===== src/rtl/tspp_types_pkg.sv =====
// Shared types for the fetch redirect path: controller state encoding, machine word
// and the target alignment helper.
package tspp_types_pkg;

   localparam int unsigned WORD_W = 32;

   typedef logic [WORD_W-1:0] word_t;

   typedef enum logic [1:0] {
      IDLE    = 2'd0,
      PENDING = 2'd1,
      FLUSH   = 2'd2
   } redirect_state_t;

   function automatic logic addr_misaligned(input logic [1:0] addr_lo);
      return (addr_lo != 2'b00);
   endfunction

endpackage


===== src/rtl/redirect_prio_enc.sv =====
// Fixed-priority encoder: the lowest set request index wins and is reported
// both as a binary index and as a one-hot grant.
module redirect_prio_enc #(
   parameter int unsigned N     = 4,
   parameter int unsigned IDX_W = $clog2(N)
) (
   input  logic [N-1:0]     req_i,
   output logic [IDX_W-1:0] idx_o,
   output logic             valid_o,
   output logic [N-1:0]     grant_o
);

   // Scan from lowest priority upward so the last hit is the highest-priority source.
   always_comb begin
      idx_o   = '0;
      grant_o = '0;
      valid_o = |req_i;
      for (int i = N - 1; i >= 0; i--) begin
         if (req_i[i]) begin
            idx_o      = IDX_W'(i);
            grant_o    = '0;
            grant_o[i] = 1'b1;
         end
      end
   end

endmodule


===== src/rtl/fetch_redirect_ctrl.sv =====
// Arbitrates redirect sources, holds the winning target until fetch accepts it and
// then flushes for FLUSH_CYCLES cycles. REDIRECT_MISALIGN_EN adds the target alignment check.
module fetch_redirect_ctrl #(
   parameter int unsigned NUM_SRC      = 4,
   parameter int unsigned ADDR_W       = 32,
   parameter int unsigned FLUSH_CYCLES = 2
) (
   input  logic                        clk_i,
   input  logic                        rst_i,
   input  logic [NUM_SRC-1:0]          src_req_i,
   input  logic [NUM_SRC*ADDR_W-1:0]   src_addr_i,
   output logic [NUM_SRC-1:0]          src_ack_o,
   input  logic                        stall_req_i,
   input  logic                        fetch_busy_i,
   output logic                        update_pc_o,
   output logic [ADDR_W-1:0]           update_addr_o,
   output logic [$clog2(NUM_SRC)-1:0]  redirect_src_o,
   output logic                        flush_o,
   output logic                        stall_o
`ifdef REDIRECT_MISALIGN_EN
   ,
   output logic                        misalign_fault_o
`endif
);

   import tspp_types_pkg::*;

   localparam int unsigned IDX_W = $clog2(NUM_SRC);
   localparam int unsigned CNT_W = (FLUSH_CYCLES > 1) ? $clog2(FLUSH_CYCLES) : 1;
   localparam logic [CNT_W-1:0] CNT_LOAD = CNT_W'(FLUSH_CYCLES - 1);

   redirect_state_t    state_q, state_d;
   logic [ADDR_W-1:0]  addr_q, addr_d;
   logic [IDX_W-1:0]   src_q, src_d;
   logic [CNT_W-1:0]   cnt_q, cnt_d;

   logic [NUM_SRC-1:0] higher_mask_s;
   logic [NUM_SRC-1:0] enc_req_s;
   logic [NUM_SRC-1:0] enc_grant_s;
   logic [IDX_W-1:0]   enc_idx_s;
   logic               enc_valid_s;
   logic               misalign_s;
   logic               update_pc_s;

   // Sources strictly ahead of the latched one may pre-empt it.
   always_comb begin
      higher_mask_s = '0;
      for (int i = 0; i < int'(NUM_SRC); i++) begin
         higher_mask_s[i] = (IDX_W'(i) < src_q);
      end
   end

`ifdef REDIRECT_MISALIGN_EN
   assign misalign_s = (state_q == PENDING) && addr_misaligned(addr_q[1:0]);
`else
   assign misalign_s = 1'b0;
`endif

   // One encoder serves both fresh selection in IDLE and pre-emption while fetch is busy.
   always_comb begin
      enc_req_s = '0;
      if (state_q == IDLE) begin
         enc_req_s = src_req_i;
      end else if ((state_q == PENDING) && fetch_busy_i && !misalign_s) begin
         enc_req_s = src_req_i & higher_mask_s;
      end else begin
         enc_req_s = '0;
      end
   end

   redirect_prio_enc #(
      .N     (NUM_SRC),
      .IDX_W (IDX_W)
   ) u_prio_enc (
      .req_i   (enc_req_s),
      .idx_o   (enc_idx_s),
      .valid_o (enc_valid_s),
      .grant_o (enc_grant_s)
   );

   // Next-state logic; a commit always wins over a newly arriving request.
   always_comb begin
      state_d     = state_q;
      addr_d      = addr_q;
      src_d       = src_q;
      cnt_d       = cnt_q;
      update_pc_s = 1'b0;
      case (state_q)
         IDLE: begin
            if (enc_valid_s) begin
               addr_d  = src_addr_i[enc_idx_s*ADDR_W +: ADDR_W];
               src_d   = enc_idx_s;
               state_d = PENDING;
            end else begin
               state_d = IDLE;
            end
         end
         PENDING: begin
            if (misalign_s) begin
               state_d = IDLE;
            end else if (!fetch_busy_i) begin
               update_pc_s = 1'b1;
               if (FLUSH_CYCLES == 1) begin
                  state_d = IDLE;
               end else begin
                  state_d = FLUSH;
                  cnt_d   = CNT_LOAD;
               end
            end else if (enc_valid_s) begin
               addr_d = src_addr_i[enc_idx_s*ADDR_W +: ADDR_W];
               src_d  = enc_idx_s;
            end else begin
               state_d = PENDING;
            end
         end
         FLUSH: begin
            if (cnt_q <= CNT_W'(1)) begin
               cnt_d   = '0;
               state_d = IDLE;
            end else begin
               cnt_d = cnt_q - CNT_W'(1);
            end
         end
         default: begin
            state_d = IDLE;
            cnt_d   = '0;
         end
      endcase
   end

   // State, latched target and flush counter.
   always_ff @(posedge clk_i or posedge rst_i) begin
      if (rst_i) begin
         state_q <= IDLE;
         addr_q  <= '0;
         src_q   <= '0;
         cnt_q   <= '0;
      end else begin
         state_q <= state_d;
         addr_q  <= addr_d;
         src_q   <= src_d;
         cnt_q   <= cnt_d;
      end
   end

   assign src_ack_o      = enc_grant_s;
   assign update_pc_o    = update_pc_s;
   assign update_addr_o  = addr_q;
   assign redirect_src_o = src_q;
   assign flush_o        = (state_q != IDLE);
   assign stall_o        = stall_req_i | (state_q == PENDING);
`ifdef REDIRECT_MISALIGN_EN
   assign misalign_fault_o = misalign_s;
`endif

endmodule

===== config.mk =====
export PLATFORM = sky130hd
export DESIGN_NAME = fetch_redirect_ctrl
export DESIGN_NICKNAME = d
export VERILOG_FILES = /design/src/rtl/tspp_types_pkg.sv /design/src/rtl/redirect_prio_enc.sv /design/src/rtl/fetch_redirect_ctrl.sv
export SDC_FILE = /design/constraint.sdc
export NUM_CORES = 1
export LEC_CHECK = 0
export CORE_ASPECT_RATIO = 0.8
export CORE_MARGIN = 2
export CORE_UTILIZATION = 35
export DETAILED_ROUTE_END_ITERATION = 12
export PLACE_DENSITY_LB_ADDON = 0.25
export SETUP_SLACK_MARGIN = 0.1
export SYNTH_ARGS = -nofsm -noshare
export SYNTH_HDL_FRONTEND = slang
export SYNTH_HIERARCHICAL = 1
export SYNTH_SLANG_ARGS = --single-unit

===== constraint.sdc =====
create_clock -name clk_i -period 3.25 [get_ports clk_i]
set_clock_uncertainty 0.1 [all_clocks]
set_input_delay 0.8125 -clock clk_i [delete_from_list [all_inputs] [get_ports clk_i]]
set_output_delay 0.8125 -clock clk_i [all_outputs]
set_load 0.05 [all_outputs]

Yosys cells after proc, flatten, opt, wreduce, memory -nomap -nowiden:

Cells that the tools add are included.

* register bits after elaboration: 37
* output and inout bits: 41
* bits of input ports: 136
* word-level logic and storage cells: 54

* add/subtract/negate cells: 1
* eq/ne operators: 6
* muxes and demuxes: 26
* shift operators: 1
* bitwise logic cells: 3
* magnitude comparators: 5
* reductions and logical operators: 8

Operators by type and width (count)
* $shiftx 128x8->32: 1
* $mux 32: 2
* $pmux 32 s2: 1
* $mux 4: 6
* $mux 2: 9
* $ne 2x2->1 const B: 3
* $pmux 2 s3: 1
* $reduce_and 2->1: 3
* $mux 1: 5
* $and 4x4->4: 1
* $lt 1x2->1 const A: 2
* $lt 2x2->1 const A: 2
* $pmux 2 s2: 1
* $reduce_bool 2->1: 2
* $reduce_or 4->1: 1
* $ne 3x3->1 const B: 1
* $pmux 1 s3: 1
* $eq 2x1->1 const B: 1
* $eq 2x2->1 const B: 1
* $logic_not 2->1: 1
* $le 1x1->1 const B: 1
* $logic_and 1x1->1: 1
* $not 1->1: 1
* $or 1x1->1: 1
* $sub 1x1->1 const B: 1

Longest topological paths before layout:

* depth in word-level cells: 12
* mapped depth: 8
* mapped depth without buffers: 6

Cells and area by module:

Netlist, hierarchy kept.

Modules (own cells, without submodules)
* fetch_redirect_ctrl: times used 1, area an instance 2312.2 um^2, sequential area each 900.9 um^2, cells each 134
* redirect_prio_enc: times used 1, area an instance 61.3 um^2, sequential area each 0.0 um^2, cells each 11

Least setup slack after synthesis:

Ideal clock, no wire load.

* path kind: register -> output
* start point: reg state_q[1]
* end point: out src_ack_o[3]
* setup slack: 118 ps
* path buffers: 0
* data arrival time: 2219 ps
* data required time: 2338 ps
* stages on the path, launching flop included: 5
* cell sequence: dfrtp_1 -> or2_2 -> nor2_1 -> nand2b_4 -> nor3_1

* word-level cells in the longest chain between the ends: 8
* elaborated cells on any way between the ends: 9
* those cells by class: eq/ne (1); mux (6); reduce/logical (2)

RTL lines
* start, declared: RTL line fetch_redirect_ctrl.sv:32 `redirect_state_t state_q, state_d;`
* start signal, assigned: RTL line fetch_redirect_ctrl.sv:139 `state_q <= state_d;`
* $eq 2x1->1: RTL line fetch_redirect_ctrl.sv:64 `end else if ((state_q == PENDING) && fetch_busy_i && !misalign_s) begin`
* $logic_and 1x1->1: RTL line fetch_redirect_ctrl.sv:64
* $mux 4: RTL line fetch_redirect_ctrl.sv:64
* $mux 4 (*): RTL line fetch_redirect_ctrl.sv:62 `if (state_q == IDLE) begin`
* named net enc_req_s[3]: RTL line fetch_redirect_ctrl.sv:38 `logic [NUM_SRC-1:0] enc_req_s;`
* $mux 4 (*) (4 in a row): RTL line redirect_prio_enc.sv:19 `if (req_i[i]) begin`
* end, declared: RTL line fetch_redirect_ctrl.sv:12 `output logic [NUM_SRC-1:0] src_ack_o,`

Mark *: on every way through the listed nets, which the timed path passes. The rest lies on a longest branch.

Worst setup path after layout:

* start point: in fetch_busy_i
* end point: out src_ack_o[2]

* elaborated cells on any way between the ends: 6
* those cells by class: mux (5); reduce/logical (1)

RTL lines
* start, declared: RTL line fetch_redirect_ctrl.sv:14 `input logic fetch_busy_i,`
* $logic_and 1x1->1: RTL line fetch_redirect_ctrl.sv:64
* $mux 4: RTL line fetch_redirect_ctrl.sv:64
* $mux 4: RTL line fetch_redirect_ctrl.sv:62
* named net enc_req_s[1]: RTL line fetch_redirect_ctrl.sv:38
* $mux 4 (2 in a row): RTL line redirect_prio_enc.sv:19

The timed path passes the listed nets, and every way through them passes these cells.

==> flow_metrics.tcl <==
set metrics [dict create \
    status "finished clean" \
    synth_cell_types 21 \
    drc 0 \
    max-vdd-ir-drop_mv 0.341 \
    hold_viol_final 0 \
    clkSinkCount 36 \
    grt_pass1_wl_um 10500 \
    reg2reg_slack_ns 0.58 \
    setup_violations 0 \
    path_max_fanout 5 \
    regArea_um2 901 \
    drv_cap 0 \
    hpwlAfterDp_um 5860 \
    start_util_pct 36.7 \
    dp_slack_ns -0.0387 \
    slew_headroom_pct 64.1 \
    fmax_mhz 325 \
    dieWidth_um 96.1 \
    syn_area_um2 2370 \
    drtIter0Drc 34 \
    cts_tree "yes" \
    dieArea_um2 7460 \
    grt_pass1_vias 2217 \
    vias_per_cell 5.03 \
    grtUsageTotal_pct 18.5 \
    finalCritPeriodShare_pct 94.6 \
    grt_overflow_total 0 \
    start_kind "primary input" \
    hold_class "flop to flop" \
    num_vias 2076 \
    place_congestion 0.736 \
    wl_um 7080 \
    crit_type "primary input to primary output" \
    met3_usage_pct 7.09 \
    syn_area_per_cell_um2 16.4 \
    ant_nets 0 \
    clkLatencyLatePin_ns 0.28 \
    nets 464 \
    p_per_area_nw_per_um2 931 \
    multiInputGateArea_um2 1380 \
    htree_levels 2 \
    ctsHoldBuffers 0 \
    io_pins 177 \
    use_met1_pct 18.5 \
    end_kind "primary output" \
    io_buffers 176 \
    clock_path_buffers 2 \
    period_needed_ns 3.07 \
    rsz0062_at_grt "no" \
    ys_ff_latch 36 \
    syn_inst 145 \
    tightest_slew_ns 0.536 \
    n_antenna_cell 0 \
    ctsRootBufferMaster "clkbuf_8" \
    seq_area_frac_synth_pct 38.0 \
    fillers 490 \
    yosysWarnings 6 \
    grt_max_degree 37 \
    setup_slack_ns 0.177 \
    antenna_found_initial 0 \
    core_um2 6470 \
    drtPass1Iterations 6 \
    p_leak_nw 1.74 \
    grt-busiest-layer "met2" \
    required_ns 2.34 \
    final_max_slew_viol_count 0 \
    worstPathArrival_ns 2.16 \
    cts_buffers 5 \
    finalHoldWorstSlack_ns 0.405 \
    rows 26 \
    die_h_um 77.7 \
    drive_gt1_share_pct 21.9 \
    area_growth_pct 86.4 \
    synth_nets 281 \
    post_cts_buffers 0 \
    wire_per_inst_um 17.1 \
    grtUsageMet2_pct 35.2 \
    clkTransAtPathRegs_ns 0.07 \
]
## cell usage after synthesis
master / number / share of area [%]
nand2b_1: 5 / 1.3
mux2i_1: 1 / 0.42
dfrtp_1: 36 / 38
nor3b_4: 1 / 0.79
o21ai_0: 1 / 0.21
buf_4: 1 / 0.32
mux4_2: 8 / 7.6
nor2b_1: 1 / 0.26
clkbuf_1: 4 / 0.63
nand2b_4: 1 / 0.58
nor2_1: 7 / 1.1
and2_1: 1 / 0.26
mux4_1: 24 / 27
nand2_1: 2 / 0.32
nand3_1: 1 / 0.21
or2_2: 1 / 0.26
nor3_1: 2 / 0.42
buf_6: 7 / 3.3
a21oi_1: 4 / 0.84
inv_1: 3 / 0.47
mux2_2: 34 / 16
## flip-flops by register name (all words and copies together), names as in the netlist
register / cells
state_q: 2
update_addr_o: 32
redirect_src_o: 2
## layout make-up
class	count	area share (%)
clock buffer	8	2.04
inverter	3	0.255
multi-input combinational	94	31.2
sequential	36	20.4
tap	84	2.38
timing repair buffer	188	43.8
## final timing paths
check                                  start                 to  cells past startpoint
min                        update_addr_o[18]  update_addr_o[18]                      1
min in group asynchronous              rst_i  update_addr_o[21]                      3
max                             fetch_busy_i       src_ack_o[2]                      7
max in group asynchronous              rst_i  update_addr_o[29]                      3
max reg2reg                       state_q[1]   update_addr_o[0]                      7
min reg2reg                update_addr_o[18]  update_addr_o[18]                      1
## layer usage
metal,wire length [um],vias up
li1,-,955
met1,2380,1014
met2,3880,103
met3,757,4
met4,71,0
met5,0,-
## critical path: stages
cell,delay (ns)
clkdlybuf4s50_1,0.55
nand2_1,0.07
a21oi_1,0.19
buf_4,0.15
nor2_1,0.04
and2_1,0.16
buf_4,0.18
## placed cells by master, fill, tap and decap left out, types with 2 or more instances in the layout
cell type        netlist  routed
a21oi_1                4       2
buf_12                 0       8
buf_4                  1      10
clkbuf_1               4       2
clkbuf_8               0       6
clkdlybuf4s50_1        0     170
dfrtp_1               36      36
inv_1                  3       2
mux2_2                34      34
mux4_1                24      24
mux4_2                 8       8
nand2_1                2       2
nand2b_1               5       5
nor2_1                 7       7
## cells by family after synthesis
group	share of synthesized area [%]
DFF	38.0
buffers and inverters	4.74
and+or+nand+nor	5.54
muxes	50.7
AOI/OAI and AO/OA	1.05
## through the flow
| stage | instance area (um^2) | utilization, % | TNS [ns] | power [mW] | cells |
|---|---|---|---|---|---|
| 2_1_floorplan | 2370 | - | 0 | 2.84 | 145 |
| 4_1_cts | 4420 | 68.3 | 0 | 4.18 | 413 |
| 3_3_place_gp | 4330 | 66.9 | 0 | 3.79 | 405 |
| 5_1_grt | 4420 | 68.3 | 0 | 4.33 | 413 |
| 6_report | 4420 | 68.3 | 0 | 4.12 | 413 |
| 3_5_place_dp | 4330 | 66.9 | -0.0790 | 3.83 | 405 |
## power by group
part / leakage (nW) / internal (mW) / switching (mW) / total [mW]
combinational: 1.27 / 1.43 / 1.54 / 2.97
sequential: 0.424 / 0.688 / 0.139 / 0.827
clock: 0.0455 / 0.173 / 0.153 / 0.326
## repair_timing
item	4_1_cts	5_1_grt
pin swaps	1	0
resized for setup	0	1
endpoints found under the hold margin	0	0
endpoints found under the setup margin	2	3
Power figures use the tool's default switching activity.
